<file path="config.mk">
export PLATFORM = sky130hd
export DESIGN_NAME = pipe_stage_reg
export DESIGN_NICKNAME = d
export VERILOG_FILES = /design/src/rtl/pipe_pkg.sv /design/src/rtl/pipe_stage_reg.sv
export SDC_FILE = /design/constraint.sdc
export NUM_CORES = 1
export LEC_CHECK = 0
export ABC_CLOCK_PERIOD_IN_PS = 2300
export CAP_MARGIN = 20
export CORE_MARGIN = 10
export CORE_UTILIZATION = 39
export CTS_BUF_LIST = sky130_fd_sc_hd__clkbuf_8 sky130_fd_sc_hd__clkbuf_16
export DETAILED_ROUTE_END_ITERATION = 16
export PLACE_DENSITY = 0.83
export SLEW_MARGIN = 15
export SYNTH_ARGS = -nofsm -noshare
export SYNTH_HDL_FRONTEND = slang
export SYNTH_SLANG_ARGS = --single-unit
</file>
<file path="constraint.sdc">
create_clock -name clk -period 2.3 [get_ports clk]
set_clock_uncertainty 0.05 [all_clocks]
set_input_delay 0.46 -clock clk [delete_from_list [all_inputs] [get_ports clk]]
set_output_delay 0.46 -clock clk [all_outputs]
set_load 0.05 [all_outputs]
</file>
<file path="src/rtl/pipe_pkg.sv">
// Shared definitions for pipe_stage_reg: state encoding and the per-stage
// bundle widths that every pipeline-stage instantiation agrees on.
package pipe_pkg;

  localparam logic [1:0] ST_EMPTY = 2'd0;
  localparam logic [1:0] ST_FULL  = 2'd1;
  localparam logic [1:0] ST_SKID  = 2'd2;

  // Default bundle widths per pipeline boundary.
  localparam int IFID_CTRL_W  = 8;
  localparam int IFID_DATA_W  = 64;
  localparam int IDEX_CTRL_W  = 8;
  localparam int IDEX_DATA_W  = 101;
  localparam int EXMEM_CTRL_W = 8;
  localparam int EXMEM_DATA_W = 101;
  localparam int MEMWB_CTRL_W = 8;
  localparam int MEMWB_DATA_W = 101;

  localparam int STAGE_PC_W  = 32;
  localparam int STAGE_CNT_W = 16;

endpackage : pipe_pkg

</file>
<file path="src/rtl/pipe_stage_reg.sv">
// Generic pipeline-stage register with valid/ready handshake, flush, control
// zeroing on bubbles and a saturating stall counter. Define PIPE_STAGE_SKID_EN
// to add a one-entry skid slot and a registered in_ready.
module pipe_stage_reg
  import pipe_pkg::*;
#(
  parameter int CTRL_W = EXMEM_CTRL_W,
  parameter int DATA_W = EXMEM_DATA_W,
  parameter int PC_W   = STAGE_PC_W,
  parameter int CNT_W  = STAGE_CNT_W
) (
  input  logic              clk,
  input  logic              rst,
  input  logic              flush,
  input  logic              in_valid,
  output logic              in_ready,
  input  logic [CTRL_W-1:0] in_ctrl,
  input  logic [DATA_W-1:0] in_data,
  input  logic [PC_W-1:0]   in_pc,
  output logic              out_valid,
  input  logic              out_ready,
  output logic [CTRL_W-1:0] out_ctrl,
  output logic [DATA_W-1:0] out_data,
  output logic [PC_W-1:0]   out_pc,
  output logic [CNT_W-1:0]  stall_cnt
);

  localparam logic [CNT_W-1:0] CNT_MAX = '1;

  logic [1:0]        state_q, state_d;
  logic [CTRL_W-1:0] ctrl_q,  ctrl_d;
  logic [DATA_W-1:0] data_q,  data_d;
  logic [PC_W-1:0]   pc_q,    pc_d;
  logic [CNT_W-1:0]  cnt_q,   cnt_d;

  logic in_fire;
  logic out_fire;

  assign out_valid = (state_q != ST_EMPTY);
  assign in_fire   = in_valid & in_ready;
  assign out_fire  = out_valid & out_ready;

`ifdef PIPE_STAGE_SKID_EN
  logic [CTRL_W-1:0] skid_ctrl_q, skid_ctrl_d;
  logic [DATA_W-1:0] skid_data_q, skid_data_d;
  logic [PC_W-1:0]   skid_pc_q,   skid_pc_d;
  logic              in_ready_q,  in_ready_d;

  // Ready comes straight from a flop; rst gating keeps it low while reset is held.
  assign in_ready = in_ready_q & ~rst;
`else
  assign in_ready = ~rst & (~out_valid | out_ready);
`endif

  // ctrl_q is cleared every time the stage empties, so out_ctrl is
  // zero during bubbles without any output masking.
  assign out_ctrl  = ctrl_q;
  assign out_data  = data_q;
  assign out_pc    = pc_q;
  assign stall_cnt = cnt_q;

  always_comb begin
    // NOTE: every always_comb output gets a default first so no path can infer a latch.
    state_d = state_q;
    ctrl_d  = ctrl_q;
    data_d  = data_q;
    pc_d    = pc_q;
`ifdef PIPE_STAGE_SKID_EN
    skid_ctrl_d = skid_ctrl_q;
    skid_data_d = skid_data_q;
    skid_pc_d   = skid_pc_q;
`endif

    if (flush) begin
      // Flush wins over any capture; data and pc keep their last value.
      state_d = ST_EMPTY;
      ctrl_d  = '0;
`ifdef PIPE_STAGE_SKID_EN
      skid_ctrl_d = '0;
`endif
    end else begin
      case (state_q)
        ST_EMPTY: begin
          if (in_fire) begin
            state_d = ST_FULL;
            ctrl_d  = in_ctrl;
            data_d  = in_data;
            pc_d    = in_pc;
          end
        end
        ST_FULL: begin
          if (in_fire && out_fire) begin
            ctrl_d = in_ctrl;
            data_d = in_data;
            pc_d   = in_pc;
`ifdef PIPE_STAGE_SKID_EN
          end else if (in_fire) begin
            state_d     = ST_SKID;
            skid_ctrl_d = in_ctrl;
            skid_data_d = in_data;
            skid_pc_d   = in_pc;
`endif
          end else if (out_fire) begin
            state_d = ST_EMPTY;
            ctrl_d  = '0;
          end
        end
`ifdef PIPE_STAGE_SKID_EN
        ST_SKID: begin
          if (out_fire) begin
            state_d     = ST_FULL;
            ctrl_d      = skid_ctrl_q;
            data_d      = skid_data_q;
            pc_d        = skid_pc_q;
            skid_ctrl_d = '0;
          end
        end
`endif
        default: begin
          state_d = ST_EMPTY;
          ctrl_d  = '0;
        end
      endcase
    end

`ifdef PIPE_STAGE_SKID_EN
    in_ready_d = (state_d != ST_SKID);
`endif
  end

  // Stall counter ignores flush and saturates instead of wrapping.
  always_comb begin
    cnt_d = cnt_q;
    if (out_valid && !out_ready && (cnt_q != CNT_MAX)) begin
      cnt_d = cnt_q + 1'b1;
    end
  end

  // NOTE: sequential state uses non-blocking assignments only, so every flop samples pre-edge values.
  always_ff @(posedge clk) begin
    if (rst) begin
      state_q <= ST_EMPTY;
      ctrl_q  <= '0;
      // NOTE: the datapath registers are reset too, because out_data/out_pc must read zero after reset.
      data_q  <= '0;
      pc_q    <= '0;
      cnt_q   <= '0;
    end else begin
      state_q <= state_d;
      ctrl_q  <= ctrl_d;
      data_q  <= data_d;
      pc_q    <= pc_d;
      cnt_q   <= cnt_d;
    end
  end

`ifdef PIPE_STAGE_SKID_EN
  always_ff @(posedge clk) begin
    if (rst) begin
      skid_ctrl_q <= '0;
      skid_data_q <= '0;
      skid_pc_q   <= '0;
      in_ready_q  <= 1'b1;
    end else begin
      skid_ctrl_q <= skid_ctrl_d;
      skid_data_q <= skid_data_d;
      skid_pc_q   <= skid_pc_d;
      in_ready_q  <= in_ready_d;
    end
  end
`endif

endmodule : pipe_stage_reg
</file>
# Yosys cells after proc, flatten, opt, wreduce, memory -nomap -nowiden
# Index checks and enable logic that the tools add are counted.
# word_totals
mem_bits_ro	0
output_inout_bits	159
latchBits	0
inputBits	146
ram_bits	0
n_memories	0
regBits	159
# classes
addsub	1
reduce_logical	11
n_eq_ne	7
mux	14
shift	0
order_cmp	0
div	0
n_mul	0
n_bitwise	7
# ops
cell	n
two-way mux 101 bit	2
case mux 101 bit (2 select lines)	1
two-way mux 32 bit	2
case mux 32 bit (2 select lines)	1
two-way mux 8 bit	3
adder 16 x 1 -> 16 bit (second input constant)	1
!= test 16 bit (second input constant)	1
case mux 8 bit (2 select lines)	1
!= test 2 bit (second input constant)	4
two-way mux 2 bit	3
case mux 2 bit (2 select lines)	1
AND reduction 4 bit	1
nonzero test 2 bit	2
bitwise AND 1 bit	3
logical AND 1 bit	3
!= test 3 bit (second input constant)	1
inverter 1 bit	3
AND reduction 3 bit	1
== test 2 x 1 -> 1 bit (second input constant)	1
zero test 2 bit	1
AND reduction 2 bit	1
OR reduction 2 bit	1
zero test 1 bit	1
OR 1 bit	1

# Logic depth before layout (Yosys ltp)
# logic_depth
ltp_word	8
depth_mapped	6
depth_no_buf	5

# Worst setup path before layout
# No wires, ideal clock.
# synth_timing
path_kind	register to register
startpoint	reg cnt_q[0] (netlist: stall_cnt[0])
endpoint	reg cnt_q[0] (netlist: stall_cnt[0])
setup_slack_ns	0.163
n_path_buf	0
required_ns	2.127
arrival_time_ns	1.964
synth_period_minus_slack_ns	2.137
stages_incl_launch_ff	6
path_cell_list	dfxtp_1 ha_1 nand3_1 nor4_4 a21oi_1 mux2_1
# synth_via
elab_chain_cells	2
# synth_rtl
element	line_no	text
from (decl)	pipe_stage_reg.sv:34	logic [CNT_W-1:0] cnt_q, cnt_d;
from (signal assigned)	pipe_stage_reg.sv:153	cnt_q <= cnt_d;
parallel branches: the longest is 2 deep, another holds adder 16 x 1 -> 16 bit	n/a	
# Several ways; the timed one is not identified.
# A chain may end at the register's enable or synchronous reset.

# Final worst setup path
# layout_timing
startpoint	reg cnt_q[2] (netlist: stall_cnt[2])
endpoint	out stall_cnt[2]
# layout_lines
element	line_no	text
to (decl)	pipe_stage_reg.sv:25	output logic [CNT_W-1:0] stall_cnt
# No word-level cell between the ends.

==> metrics.txt <==
status finished, final reports clean; DRC violations left 0; Synth top area share 0.548; Ports 305; setup_tns 0 ps; unrepaired setup endpoints after global routing no; Syn Area/Cell 8.01 um^2; Setup crit end kind primary output; drt first pass iters 4; P per Cell Area 700 nW/um^2; final hold vios 0; worst vdd ir 0.000408 V; clock buffer count from CTS 17; core box area 14,500 um^2; vias per cell 4.90; vias in the first global route 5,743; Initial DRC Count 275; fillers 1,206; min setup slack post-route 79.7 ps; worst hold slack 402 ps; routed wire length 20,500 um; CP startpoint stall_cnt[2]; Die W 142 um; top cells by area, synth dfxtp_1 55%, nand2_1 18%, a21oi_1 13%, clkbuf_1 1.7%, buf_2 1.5%; pre-CTS setup slack 36.7 ps; Total Routing Usage GR 0.195; fin. max-slew vios 0; gp weighted congestion 0.807; Nets 1,157; Initial Utilization 0.397; fin util 0.663; Rows 44; ys flop type dfxtp_1; Critical Path Fanout Max 7; max cap viols 0; worst hold start out_data[62]; RR Startpoint stall_cnt[0]; post-CTS sizing 1; clock slew at reported path FFs 60 ps; Buf/Inv on CP 1; TritonCTS clock tree built; Post-synth EDFFs 0; hpwl dp 15,000 um; H-tree depth 4; Post-Syn Area 5770 um^2; Clock Path Buffers 2; slew of the pin with the lowest slew margin 666 ps; CP Cell Sequence clkdlybuf4s50_1; pin count of the biggest net entering global routing 92; Final Setup Violations 0; synth warn 0; leakage 0.00339 uW; Setup CP Type register to primary output; most common cell after layout, fill and taps aside clkdlybuf4s50_1; Post-DRT Antenna Nets 0; port buffer count 304; relative slew slack 0.556; Synth cell types 37; Synth Net Count 867; global-route wire length before repair 31,300 um; sequential share of the synthesized area 0.548; synthesis-to-layout area growth 67.0%; Synth Instances 720; delay-heaviest family, CP buffers and inverters; Die H 142 um; WL/cell 16.9 um; FFs w/ async S/R, synth 0; post-CTS setup buffers 0; crit share post-route 0.965; most frequent cells in the layout 300 x clkdlybuf4s50_1, 281 x nand2_1, 158 x dfxtp_1, 152 x a21oi_1, 17 x clkbuf_16; # hold bufs at CTS 0; fraction of final layout cells sized beyond drive strength 1 0.0538; CTS sink cnt 158; Critical Path Max Stage Delay 850 ps; Synth Register Bits 158; root buffer cell clkbuf_16; initial antenna violation count 0; Design Area, Final 9630 um^2; CP Launch Type register; Worst Path Arrival 1710 ps; grt ovf 0; DP Area 9010 um^2; via count 5,920; Peak Freq 450 MHz; Slowest cell on crit path clkdlybuf4s50_1; WP data required 1790 ps; HP Class register to register; Worst-Skew Late Latency 410 ps; Synth area leader dfxtp_1; Final min period 2220 ps; die area 20,100 um^2
[cell type report]
type / instances / area, um^2 / share of cell area
diodes: 2 / 5.00 / 0.000520
clock buffers: 19 / 453 / 0.0470
clock inverters: 13 / 164 / 0.0170
inverters: 6 / 22.5 / 0.00234
multi-input cells: 509 / 2370 / 0.246
flip-flops and latches: 158 / 3160 / 0.328
well taps: 184 / 230 / 0.0239
repair buffers: 318 / 3220 / 0.334
[Yosys cell counts (all sizes together), types with 4 or more instances]
cell	n
a21oi	152
buf	21
clkbuf	26
dfxtp	158
inv	6
mux2	6
nand2	281
nand3	17
nand4	6
nor2	8
nor2b	7
nor3	5
or4	4
[metal layers]
layer  global-route usage  up-vias  routed length (um)
met5                    0        -                   0
met4               0.0732        0                 428
met3               0.0908       31                2290
met2                0.314      242                9750
met1                0.219     2683                8020
li1                     -     2964                   -
[power by group]
part | leakage (uW) | internal, uW | switching (uW)
clock | 0.000293 | 1770 | 1150
combinational | 0.00181 | 424 | 540
sequential | 0.00128 | 2820 | 39.8
total | 0.00339 | 5010 | 1730
[sequential cells by signal, summed over array words and instances (netlist names)]
register and cells:
out_ctrl 8, out_data 101, out_pc 32, stall_cnt 16, state_q 1
[kinds of logic after synthesis]
kind of cell | share of synthesized area
buf+inv | 0.0401
compound gates | 0.148
flops | 0.548
simple gates | 0.248
fa+ha+maj | 0.00217
mux | 0.0135
[final timing paths]
check	endpoint	slack, ps	cells past startpoint
worst max register to register	stall_cnt[0]	250	5
worst min-delay path	out_data[62]	400	2
worst min register to register	out_data[62]	400	2
worst max-delay path	stall_cnt[2]	80	1
[stage by stage]
step	cells	power [uW]
CTS	1207	6810
global placement	1175	3870
finish	1209	6740
detailed placement	1175	3880
global route	1207	6970
floorplan	720	3400
No activity file was read; power rests on OpenSTA's default activity.
